===== config.mk =====
export PLATFORM = sky130hd
export DESIGN_NAME = inst_fetch_ctrl
export DESIGN_NICKNAME = d
export VERILOG_FILES = /design/src/rtl/inst_fetch_ctrl.sv
export SDC_FILE = /design/constraint.sdc
export NUM_CORES = 1
export LEC_CHECK = 0
export CAP_MARGIN = 30
export CORE_MARGIN = 10
export CORE_UTILIZATION = 39
export DETAILED_ROUTE_END_ITERATION = 8
export PLACE_DENSITY = 0.87
export SLEW_MARGIN = 15
export SYNTH_ARGS = -nofsm -noshare
export SYNTH_HDL_FRONTEND = slang
export SYNTH_SLANG_ARGS = --single-unit

===== constraint.sdc =====
create_clock -name clk -period 2.2 [get_ports clk]
set_input_delay 0.44 -clock clk [delete_from_list [all_inputs] [get_ports clk]]
set_output_delay 0.44 -clock clk [all_outputs]
set_load 0.01 [all_outputs]

===== src/rtl/inst_fetch_ctrl.sv =====
// -----------------------------------------------------------------------------
// inst_fetch_ctrl
//   Fetch-stage controller sitting directly behind the PC register. It issues
//   one sram-like instruction-memory request at a time and buffers the returned
//   word for decode. It advances the PC register once per instruction that
//   decode accepts. Misaligned fetch addresses raise AdEL instead of going to
//   memory. After a flush, any response that is still in flight is dropped.
//
//   Ports
//     clk, resetn                 clock / asynchronous active-low reset
//     pc_f          in   [31:0]   current fetch address from the PC register
//     flush         in            exception/ERET flush (highest priority)
//     stall_d       in            decode cannot accept this cycle
//     pc_en         out           advance the PC register
//     inst_req      out           memory request valid
//     inst_addr     out  [31:0]   physical fetch address (pc_f & PHYS_MASK)
//     inst_addr_ok  in            request accepted this cycle
//     inst_data_ok  in            read data returned this cycle
//     inst_rdata    in   [31:0]   read data
//     instr_f       out  [31:0]   fetched instruction (0 on AdEL)
//     pc_out_f      out  [31:0]   virtual PC of instr_f
//     instr_valid   out           instr_f / pc_out_f / adel_f valid
//     adel_f        out           misaligned fetch for pc_out_f
//     fetch_stall   out           fetch not delivering (state != VALID)
// -----------------------------------------------------------------------------
module inst_fetch_ctrl #(
   parameter logic [31:0] PHYS_MASK   = 32'h1FFF_FFFF,
   parameter bit          ALIGN_CHECK = 1'b1
) (
   input  logic        clk,
   input  logic        resetn,
   input  logic [31:0] pc_f,
   input  logic        flush,
   input  logic        stall_d,
   output logic        pc_en,
   output logic        inst_req,
   output logic [31:0] inst_addr,
   input  logic        inst_addr_ok,
   input  logic        inst_data_ok,
   input  logic [31:0] inst_rdata,
   output logic [31:0] instr_f,
   output logic [31:0] pc_out_f,
   output logic        instr_valid,
   output logic        adel_f,
   output logic        fetch_stall
);

   typedef enum logic [1:0] {
      S_REQ       = 2'd0,
      S_WAIT_DATA = 2'd1,
      S_VALID     = 2'd2,
      S_DISCARD   = 2'd3
   } state_t;

   state_t      r_state;
   logic [31:0] r_instr;
   logic [31:0] r_pc;
   logic        r_adel;

   logic w_misaligned;
   logic w_in_req;
   logic w_in_valid;

   assign w_misaligned = ALIGN_CHECK && (pc_f[1:0] != 2'b00);
   assign w_in_req     = (r_state == S_REQ);
   assign w_in_valid   = (r_state == S_VALID);

   // The handshake outputs must react to flush/stall_d and to the PC register
   // in the same cycle, so they are decoded from the state rather than
   // registered. Gating with resetn keeps them at 0 while reset is held even
   // though the state already reads REQ.
   assign inst_req    = resetn & w_in_req & ~w_misaligned;
   assign inst_addr   = pc_f & PHYS_MASK;
   assign instr_valid = resetn & w_in_valid & ~flush;
   assign pc_en       = resetn & w_in_valid & ~stall_d & ~flush;
   assign fetch_stall = ~w_in_valid;

   assign instr_f  = r_instr;
   assign pc_out_f = r_pc;
   assign adel_f   = r_adel;

   // NOTE: sequential state uses non-blocking assignments only, so every
   // register here sees the pre-edge value of every other register.
   always_ff @(posedge clk or negedge resetn) begin
      if (!resetn) begin
         r_state <= S_REQ;
         r_instr <= '0;
         r_pc    <= '0;
         r_adel  <= 1'b0;
      end else begin
         case (r_state)
            S_REQ: begin
               if (flush) begin
                  // A request the memory accepted in the flush cycle is
                  // committed; its response must be swallowed later.
                  if (!w_misaligned && inst_addr_ok) r_state <= S_DISCARD;
               end else if (w_misaligned) begin
                  r_state <= S_VALID;
                  r_instr <= '0;
                  r_adel  <= 1'b1;
                  r_pc    <= pc_f;
               end else if (inst_addr_ok) begin
                  r_state <= S_WAIT_DATA;
                  r_pc    <= pc_f;
               end
            end
            S_WAIT_DATA: begin
               if (inst_data_ok) begin
                  if (flush) begin
                     r_state <= S_REQ;
                  end else begin
                     r_state <= S_VALID;
                     r_instr <= inst_rdata;
                     r_adel  <= 1'b0;
                  end
               end else if (flush) begin
                  r_state <= S_DISCARD;
               end
            end
            S_VALID: begin
               if (flush || !stall_d) r_state <= S_REQ;
            end
            S_DISCARD: begin
               // The outstanding response is consumed here whether or not a
               // new flush arrives with it; waiting on would never end.
               if (inst_data_ok) r_state <= S_REQ;
            end
            default: r_state <= S_REQ;
         endcase
      end
   end

endmodule


==> run summary, run 1 <==
Status -> finished clean
Inserted Diodes -> 0
DR WL/cell -> 16.5 um
Initial antenna violation count -> 0
DIE WIDTH -> 109 um
# DRC -> 0
Net Sw Frac -> 29.3%
Worst Clk Skew -> 9.88 ps
# H-tree levels -> 3
WP data required -> 1760 ps
Root Buffer -> clkbuf_8
Switch Pwr -> 1300 uW
Commonest non-fill, non-tap cell in the layout -> clkdlybuf4s50_1
Clock share of power -> 20.7%
Initial Utilization -> 39.9%
Reg2reg setup slack -> 300 ps
Peak supply drop -> 0.360 mV
Leak -> 0.00217 uW
Total Power -> 4430 uW
Period utilization -> 94.4%
Total GRT Usage -> 14.0%
Number of top-level pins -> 171
Clk slew on worst S/H paths -> 70 ps
Vias in the first global route -> 2569
Core Area -> 0.00769 mm^2
Largest net degree at the start of global routing -> 68
Port-buffer cells -> 167
Crit path kind -> input pin to output port
Drt total wl -> 8.48 mm
CTS hold repair buffers -> 0
R2r startpoint -> r_state[0]$_DFFE_PN0P_
Post-Synthesis Cells -> 261
Share of layout cells above drive strength 1 -> 10.2%
PwrDens -> 914 mW/mm^2
Vias per cell -> 4.50
RSZ-0062 raised after global routing -> false
Setup WS pre-CTS -> -72.4 ps
Post-Route Utilization -> 63.1%
Avg Inst Size Synth -> 11.8 um^2
CTS Buffer Depth -> 2
Yosys warns -> 0
Sequential area share after synthesis -> 54.6%
Pre-antenna DRT Iters -> 4
Hold Crit Class -> input pin to async pin
Rows -> 32
CTS tree -> yes
Num CTS Buffers -> 9
Fmax -> 0.482 GHz
Post-CTS setup repair buffer count -> 0
Post-Syn Area -> 0.00307 mm^2
Synthesized flop and latch total -> 67
Total gr overflow -> 0
Worst setup margin -> 124 ps
Die height -> 109 um
Post-synth cell types -> 24
Internal Power -> 3140 uW
Final setup fails -> 0
Setup TNS -> 0 ps
Final ANT Viol Nets -> 0
Slew Limit Headroom -> 44.7%
Worst skew pair latency -> 330 ps
Area growth syn-to-layout -> 58.1%
CTS sink count -> 67
Hold Vio Cnt, Final -> 0
CP endpoint kind -> output port
Routed vias -> 2307
Worst Path Max Fanout -> 3
R2R cell count -> 5
First-pass GRT wire length -> 13.0 mm
WP data arrival -> 1640 ps
Most frequent cells in the layout -> clkdlybuf4s50_1 (164), dfrtp_1 (66), mux2i_1 (34), nand2_1 (33), inv_1 (33)
Worst slew pin tran -> 829 ps
GP Congestion -> 0.803
Final min period -> 2080 ps
R2r endpoint -> instr_f[26]$_DFFE_PN0P_
Startpoint types -> input pin
1st-iter DRT viols -> 37
Max-cap check violation count -> 0
Comb power frac -> 39.4%
Nets -> 477
Seq pwr share -> 39.8%
Max-slew violations -> 0
Post-DP HPWL -> 6.93 mm
Die area -> 0.0118 mm^2
logic make-up after synthesis:
family / synth area share [%]
and+or+nand+nor: 7.75
AOI/OAI and AO/OA: 0.530
muxes: 22.8
other: 0.122
buffers and inverters: 14.1
DFF: 54.6
layout make-up:
| class | instances | area (um^2) |
|---|---|---|
| fillers | 626 | 2840 |
| repair buffers | 176 | 1760 |
| flip-flops and latches | 67 | 1680 |
| multi-input cells | 120 | 983 |
| clock buffers | 14 | 173 |
| well taps | 102 | 128 |
| inverters | 33 | 124 |
| clock inverters | 1 | 7.51 |
stage by stage:
stage	cell area, um^2	instances	hold slack, ps
floorplan	3080	263	144
global placement	4660	498	466
detailed placement	4660	498	475
CTS	4850	513	338
global route	4850	513	383
finish	4850	513	294
how the worst max path moves through the flow:
stage	start	end	slack, ps	depth (start not counted)
after CTS	r_state[0]$_DFFE_PN0P_	instr_valid	90	3
after global routing	r_state[0]$_DFFE_PN0P_	instr_valid	30	3
after global placement	flush	pc_en	-20	4
after detailed placement	flush	instr_f[4]$_DFFE_PN0P_	-70	5
final	pc_f[1]	inst_addr[1]	120	3
after floorplan	r_state[0]$_DFFE_PN0P_	pc_en	290	4
power groups by stage:
stage          registers (uW)  clock network (uW)  logic (uW)
5_1_grt                  1810                1000        1870
6_report                 1770                 919        1750
2_1_floorplan            1940                   0         557
4_1_cts                  1770                 957        1790
3_5_place_dp             1790                   0        1790
3_3_place_gp             1770                   0        1750
state kept, by name, indices dropped and copies added (netlist names):
name / cells
instr_f: 32
pc_out_f: 32
r_state: 2
adel_f: 1
worst max-delay path, cell delays in order:
cell	delay [ps]
clkdlybuf4s50_1	510
buf_4	140
clkdlybuf4s50_1	550
repair_timing:
| item | 4_1_cts | 5_1_grt |
|---|---|---|
| setup endpoints to repair | 3 | 0 |
| endpoints found under the hold margin | 0 | 0 |
| gates resized for setup | 5 | 0 |
synthesized netlist by cell type:
library cell  count  share of area (%)
mux2_1           19                7.0
nand3b_1          2               0.49
nor3b_1           1               0.24
buf_4            32                7.8
or4_1             1               0.24
buf_6             3                1.1
nor2b_1           2               0.41
a31o_2            1               0.29
and3_1            1               0.20
nor2_1            2               0.24
nor4_2            1               0.41
a21o_1            1               0.24
nand2b_1          1               0.20
buf_2             4               0.65
dfrtp_1          67                 55
clkbuf_1          4               0.49
nand2_1          33                4.0
mux2i_1          34                 11
conb_1            1               0.12
mux2_2           13                4.8
inv_1            33                4.0
nand4_1           1               0.20
nor3_1            2               0.33
or4bb_1           2               0.73
per-layer routing:
metal	share of wire (%)	global-route usage [%]	wire, um	up-vias
met5	0	0	0	-
met4	1.1	4.80	97	0
met2	48	24.1	4050	115
met3	13	6.96	1070	10
li1	-	-	-	1098
met1	38	14.6	3260	1084
Power figures use the tool's default switching activity.
==> run 2: changes to the inputs <==
CORE_ASPECT_RATIO = 0.5   (was not set)
==> run summary, run 2 (same netlist as run 1, synthesis figures left out) <==
Status -> finished clean
Commonest non-fill, non-tap cell in the layout -> clkdlybuf4s50_1
Total gr overflow -> 0
Port-buffer cells -> 167
Crit path kind -> register to output port
Largest net degree at the start of global routing -> 68
Pre-antenna DRT Iters -> 4
Final min period -> 2000 ps
Clk slew on worst S/H paths -> 50 ps
Fmax -> 0.500 GHz
Number of top-level pins -> 171
Setup WS pre-CTS -> -70.1 ps
Worst slew pin tran -> 851 ps
Root Buffer -> clkbuf_16
Vias in the first global route -> 2530
Final hold slack -> 354 ps
Clock share of power -> 26.9%
CTS tree -> yes
Period utilization -> 90.8%
R2r endpoint -> instr_f[6]$_DFFE_PN0P_
1st-iter DRT viols -> 113
Num CTS Buffers -> 9
Leak -> 0.00225 uW
Design Area, Final -> 0.00497 mm^2
WP data arrival -> 1560 ps
R2R cell count -> 5
Initial antenna violation count -> 0
Post-CTS setup repair buffer count -> 0
Vias per cell -> 4.48
CTS sink count -> 67
Worst setup margin -> 202 ps
Peak supply drop -> 0.424 mV
Most frequent cells in the layout -> clkdlybuf4s50_1 (163), dfrtp_1 (67), mux2i_1 (34), nand2_1 (33), inv_1 (33)
Final setup fails -> 0
Core Area -> 0.00749 mm^2
Routed vias -> 2341
Area growth syn-to-layout -> 62.1%
Die height -> 82.7 um
Internal Power -> 3470 uW
R2r startpoint -> r_state[0]$_DFFE_PN0P_
DR WL/cell -> 16.8 um
Max-slew violations -> 0
PwrDens -> 975 mW/mm^2
Hold Vio Cnt, Final -> 0
Rows -> 22
Drt total wl -> 8.77 mm
GP Congestion -> 0.761
Net Sw Frac -> 28.4%
Worst Clk Skew -> 3.02 ps
Worst skew pair latency -> 320 ps
Post-DP HPWL -> 6.76 mm
RSZ-0062 raised after global routing -> false
Comb power frac -> 36.9%
Share of layout cells above drive strength 1 -> 10.4%
Nets -> 480
Seq pwr share -> 36.2%
First-pass GRT wire length -> 13.6 mm
WP data required -> 1760 ps
Initial Utilization -> 41.0%
Startpoint types -> register
# DRC -> 0
Die area -> 0.0120 mm^2
Slew Limit Headroom -> 43.3%
Inserted Diodes -> 0
Max-cap check violation count -> 0
Hold Crit Class -> input pin to async pin
DIE WIDTH -> 145 um
CP endpoint kind -> output port
# H-tree levels -> 3
Switch Pwr -> 1380 uW
Reg2reg setup slack -> 360 ps
Total GRT Usage -> 14.3%
Worst Path Max Fanout -> 2
Final ANT Viol Nets -> 0
CTS Buffer Depth -> 2
Area after DPL -> 0.00469 mm^2
run 2: area by class of cell:
| class | instances | area, um^2 |
|---|---|---|
| clock buffer | 14 | 264 |
| clock inverter | 2 | 10.0 |
| fill | 569 | 2510 |
| inverter | 33 | 124 |
| multi-input combinational | 120 | 981 |
| sequential | 67 | 1680 |
| tap | 108 | 135 |
| timing repair buffer | 179 | 1780 |
run 2: critical path, stage by stage, from the launching register on:
cell,delay (ps)
dfrtp_1,380
nand2b_1,200
nor3b_2,230
nor2b_1,150
dlygate4sd2_1,280
run 2: worst max path at each step:
stage / to / slack [ps] / startpoint / cells past startpoint
finish: pc_en / 200 / r_state[0]$_DFFE_PN0P_ / 4
global route: pc_en / 120 / r_state[0]$_DFFE_PN0P_ / 4
CTS: instr_valid / 30 / r_state[0]$_DFFE_PN0P_ / 3
detailed placement: pc_en / -70 / flush / 4
global placement: pc_en / -60 / flush / 4
floorplan: pc_en / 290 / r_state[0]$_DFFE_PN0P_ / 4
run 2: power groups by stage:
stage	sequential, uW	combinational, uW	clock [uW]
2_1_floorplan	1940	557	0
4_1_cts	1760	1830	1340
5_1_grt	1800	1910	1400
6_report	1750	1790	1300
3_5_place_dp	1770	1820	0
3_3_place_gp	1750	1790	0
run 2: timing repair:
action	4_1_cts	5_1_grt
setup endpoints to repair	3	1
hold buffers	0	0
gates resized for setup	3	1
run 2: metal layers:
metal | up-vias | wire length, um | global-route usage, %
li1 | 1113 | - | -
met1 | 1152 | 3180 | 14.3
met2 | 65 | 5070 | 28.5
met3 | 11 | 425 | 4.99
met4 | 0 | 101 | 4.01
met5 | - | 0 | 0
run 2: stage by stage:
stage,utilization (%),std cells,TNS [ps],power [uW]
after floorplan,-,263,0,2500
after global placement,62.7,507,-405,3540
after global routing,66.4,523,0,5120
after CTS,66.4,523,0,4930
final,66.4,523,0,4850
after detailed placement,62.7,507,-757,3590
